## src/rtl/hw_output_stream_writer.sv

```systemverilog
// Output stage of the camera pipeline: buffers gamma-curved pixels in a small
// FIFO, tags each one with end-of-line / end-of-frame from raster counters and
// hands them to the host stream side under valid/ready backpressure.
module hw_output_stream_writer #(
  parameter int WIDTH      = 16,
  parameter int IMG_W      = 64,
  parameter int IMG_H      = 64,
  parameter int FIFO_DEPTH = 4
) (
  input  logic             clk,
  input  logic             rst,
  input  logic             in_valid,
  output logic             in_ready,
  input  logic [WIDTH-1:0] in_data,
  output logic             out_valid,
  input  logic             out_ready,
  output logic [WIDTH-1:0] out_data,
  output logic             out_eol,
  output logic             out_eof,
  output logic             frame_done
);

  localparam int AW = (FIFO_DEPTH > 1) ? $clog2(FIFO_DEPTH) : 1;
  localparam int CW = AW + 1;
  localparam int XW = (IMG_W > 1) ? $clog2(IMG_W) : 1;
  localparam int YW = (IMG_H > 1) ? $clog2(IMG_H) : 1;

  typedef struct packed {
    logic             eof;
    logic             eol;
    logic [WIDTH-1:0] data;
  } entry_t;

  entry_t          mem [FIFO_DEPTH];
  logic [AW-1:0]   rd_ptr, wr_ptr;
  logic [CW-1:0]   count;
  logic [XW-1:0]   x;
  logic [YW-1:0]   y;
  logic            push, pop;
  logic            at_eol, at_eof;
  entry_t          head;
  entry_t          wr_entry;

  // Ready comes from the registered count only, so a pop on a full FIFO
  // cannot open a slot in the same cycle.
  assign in_ready  = (count < CW'(FIFO_DEPTH));
  assign out_valid = (count != '0);
  assign push      = in_valid & in_ready;
  assign pop       = out_valid & out_ready;

  assign at_eol = (x == XW'(IMG_W - 1));
  assign at_eof = at_eol & (y == YW'(IMG_H - 1));

  assign head     = mem[rd_ptr];
  assign wr_entry = '{eof: at_eof, eol: at_eol, data: in_data};

  // Output fields are forced to zero while nothing is buffered.
  assign out_data = out_valid ? head.data : '0;
  assign out_eol  = out_valid & head.eol;
  assign out_eof  = out_valid & head.eof;

  // Storage array; contents are don't-care until written, so no reset.
  always_ff @(posedge clk) begin
    if (push) mem[wr_ptr] <= wr_entry;
  end

  // Pointers and occupancy; pointers wrap naturally at FIFO_DEPTH (power of 2).
  always_ff @(posedge clk) begin
    if (rst) begin
      rd_ptr <= '0;
      wr_ptr <= '0;
      count  <= '0;
    end else begin
      if (push) wr_ptr <= wr_ptr + AW'(1);
      if (pop)  rd_ptr <= rd_ptr + AW'(1);
      case ({push, pop})
        2'b10:   count <= count + CW'(1);
        2'b01:   count <= count - CW'(1);
        default: count <= count;
      endcase
    end
  end

  // Raster position of the next accepted pixel; advances on push only.
  always_ff @(posedge clk) begin
    if (rst) begin
      x <= '0;
      y <= '0;
    end else if (push) begin
      if (at_eol) begin
        x <= '0;
        y <= at_eof ? '0 : y + YW'(1);
      end else begin
        x <= x + XW'(1);
      end
    end
  end

  // One-cycle pulse after the end-of-frame pixel leaves the FIFO.
  always_ff @(posedge clk) begin
    if (rst) frame_done <= 1'b0;
    else     frame_done <= pop & head.eof;
  end

endmodule
```

## config.mk

```make
export PLATFORM = sky130hd
export DESIGN_NAME = hw_output_stream_writer
export DESIGN_NICKNAME = d
export VERILOG_FILES = /design/src/rtl/hw_output_stream_writer.sv
export SDC_FILE = /design/constraint.sdc
export NUM_CORES = 1
export LEC_CHECK = 0
export BUFFER_PORTS_ARGS = -buffer_cell sky130_fd_sc_hd__buf_4
export CAP_MARGIN = 10
export CORE_UTILIZATION = 55
export CTS_BUF_LIST = sky130_fd_sc_hd__clkbuf_2
export DETAILED_ROUTE_END_ITERATION = 10
export PLACE_DENSITY = 0.75
export SLEW_MARGIN = 20
export SYNTH_ARGS = -nofsm -noshare
export SYNTH_HDL_FRONTEND = slang
export SYNTH_SLANG_ARGS = --single-unit
```

## constraint.sdc

```tcl
create_clock -name clk -period 4.8 [get_ports clk]
set_input_delay 0.48 -clock clk [delete_from_list [all_inputs] [get_ports clk]]
set_output_delay 0.48 -clock clk [all_outputs]
set_load 0.005 [all_outputs]
```

==> key figures <==
Timing
  – Worst Tran Pin Value: 0.928 ns
  – Final hold vios: 0
  – Pins Over Slew Limit: 0
  – RSZ-0062 raised after global routing: false
  – Final setup vio count: 0
  – Fin Clk Skew: 0.0158 ns
  – Slew Limit Headroom: 38.1%
  – WHS: 0.144 ns
  – Setup WS post-layout: 1.97 ns
  – Tmin final: 2.83 ns
  – Setup TNS: 0 ns
  – Fin crit share: 59.1%
  – Fmax achieved: 0.353 GHz

Clock network
  – CTS max path bufs: 2
  – H-tree depth: 3
  – Worst-Skew Late Latency: 0.51 ns
  – Post-CTS setup repair buffer count: 0
  – CTS tree: yes
  – Number of hold buffers added after CTS: 0
  – Clock-pin slew on the worst setup and hold paths: 0.25 ns
  – Clock sinks: 94
  – Resize count post-CTS: 0
  – Cts bufs inserted: 9
  – Root buffer cell: clkbuf_2

Setup path
  – Kind of critical path: flip-flop to output port
  – Crit path DAT: 2.35 ns
  – Worst path buffer plus inverter count: 2
  – Delay-heaviest family, CP: flip-flops
  – Max FO, Critical Path: 12
  – Critical path required time: 4.32 ns
  – Crit-path cells: buf_4 > mux4_2 > and2b_1 > buf_4
  – CP endpoint kind: output port
  – CP max stage delay: 0.65 ns
  – Critical path's slowest cell: dfxtp_1
  – Most used cell, CP: buf_4
  – Worst setup SP type: flip-flop

Layout
  – Register area: 0.00260 mm2
  – Fillers: 506
  – NumNets Final: 314
  – Antenna diodes: 0
  – Area taken by multi-input logic gates: 0.00116 mm2
  – Commonest non-fill, non-tap cells in the layout: 72 x edfxtp_1, 42 x buf_4, 22 x dfxtp_1
  – Util after Layout: 64.6%
  – Synth-to-Final Area Change: 13.9%
  – Layout cells sized above 1: 27.8%
  – Most common cell after layout, fill and taps aside: edfxtp_1
  – Design area: 0.00439 mm2

Yosys
  – Synthesized area: 0.00385 mm2
  – Xor and xnor fraction of the mapped netlist area: 1.14%
  – Ys async rst share: 0%
  – Compound-cell area share of the yosys netlist: 4.58%
  – Multiplexer share of the synthesized area: 10.5%
  – Number of synthesized register bits: 94
  – Post-synth EDFFs: 72
  – Count of cell types in the netlist: 40
  – Sequential area share after synthesis: 67.5%
  – Synth Instances: 241
  – Main combinational cell family by area after synthesis: simple AND/OR/NAND/NOR gates
  – Simple-gate area share of the yosys netlist: 11.1%
  – Synth Area in Adders: 2.79%
  – Net Count, Synth: 269
  – Synth Flop Type: edfxtp_1
  – Ys Warns: 0
  – Synthesized area per cell: 16.0 um2

Placement
  – Gpl congestion: 0.716
  – DP HPWL: 4020 um
  – Placement-stage cell area: 0.00424 mm2
  – Dpl ws: 2.49 ns
  – I/O Buffers: 40

Route
  – Overall via count from detail_route: 2027
  – Drt drc: 0
  – Iter 0 DRT Violations: 93
  – Vias/cell: 5.24
  – Final WL: 5990 um
  – Routed wire length per instance: 15.5 um
  – Pre-Repair DR Iteration Count: 4
  – Routed Antenna Nets: 0

Power and ir drop
  – LEAKAGE: 1.57 nW
  – PwrDens: 476 mW/mm2
  – Maximum vdd drop: 0.000214 V

Global route
  – Gr usage total: 18.3%
  – Vias in the first global route: 2080
  – Total grt overflow: 0
  – Largest net degree at the start of global routing: 24
  – First-pass GRT wire length: 9940 um
  – Number of antenna violations at the first check in global routing: 0

Floorplan
  – Rows: 30
  – Num ports: 41
  – DIE AREA: 0.00735 mm2
  – Core Region: 0.00679 mm2
  – Die Y: 85.7 um
  – Die X: 85.7 um
  – Initial core utilization: 56.7%

Worst hold path
  – Hold Crit Class: primary input to flip-flop

Run status
  – Status: finished clean

Job
  – Max Cap Viol: 0
## stage by stage
stage | instances | total power [mW]
floorplan | 241 | 1.43
global placement | 371 | 1.69
detailed placement | 371 | 1.70
CTS | 387 | 2.12
global route | 387 | 2.22
finish | 387 | 2.09
## cells in the mapped netlist, types with 3 or more instances
library cell | count | share of area (%)
o31ai_1 | 4 | 0.78
nand2_1 | 11 | 1.1
and2b_1 | 12 | 2.3
and2_1 | 6 | 0.97
a21oi_1 | 12 | 1.6
or3_1 | 5 | 0.81
mux4_2 | 18 | 11
xor2_1 | 4 | 0.91
o21ai_0 | 7 | 0.91
dfxtp_1 | 22 | 11
inv_1 | 12 | 1.2
or4_1 | 3 | 0.58
nor2_1 | 7 | 0.68
ha_1 | 7 | 2.3
edfxtp_1 | 72 | 56
nand3_1 | 5 | 0.65
nor2b_1 | 9 | 1.5
## flip-flops by register name, summed over array words and instances (netlist names), named ones only
name        flops
count           3
mem            72
rd_ptr          2
x               6
wr_ptr          2
y               6
frame_done      1
## report_power, final
group,switching [mW],internal [mW]
registers,0.0641,0.966
clock network,0.252,0.174
logic,0.265,0.368
total,0.581,1.51
## cell families (layout without fill, tap and decap cells)
group / Yosys count / in the layout
XOR/XNOR: 5 / 5
buffers and inverters: 20 / 70
flip-flops: 94 / 94
AND/OR/NAND/NOR: 67 / 67
adder cells (fa/ha/maj): 8 / 8
multiplexers: 18 / 18
AO/OA/AOI/OAI: 29 / 29
## routing by layer
| metal | up-vias | GRT usage [%] | part of all wire, % |
|---|---|---|---|
| met5 | - | 0 | 0 |
| met4 | 0 | 5.91 | 0.45 |
| met3 | 2 | 5.97 | 3.4 |
| met2 | 30 | 31.7 | 53 |
| met1 | 989 | 21.8 | 43 |
| li1 | 1006 | - | - |
## final timing paths
| path | end | cells past startpoint | start | slack [ns] |
|---|---|---|---|---|
| hold reg to reg | x[1] | 2 | x[1] | 0.50 |
| hold / removal | mem[1][15] | 1 | in_data[15] | 0.14 |
| setup reg to reg | count[2] | 8 | count[2] | 2.48 |
| setup / recovery | out_eol | 4 | flip-flop | 1.97 |
## final cells by class
class	count	area share [%]
Sequential cell	94	59.3
Multi-Input combinational cell	127	26.5
Timing Repair Buffer	42	7.19
Tap cell	96	2.74
Clock inverter	7	2.25
Clock buffer	9	1.03
Inverter	12	1.03
Note: power is estimated with default switching activity, not from simulation.
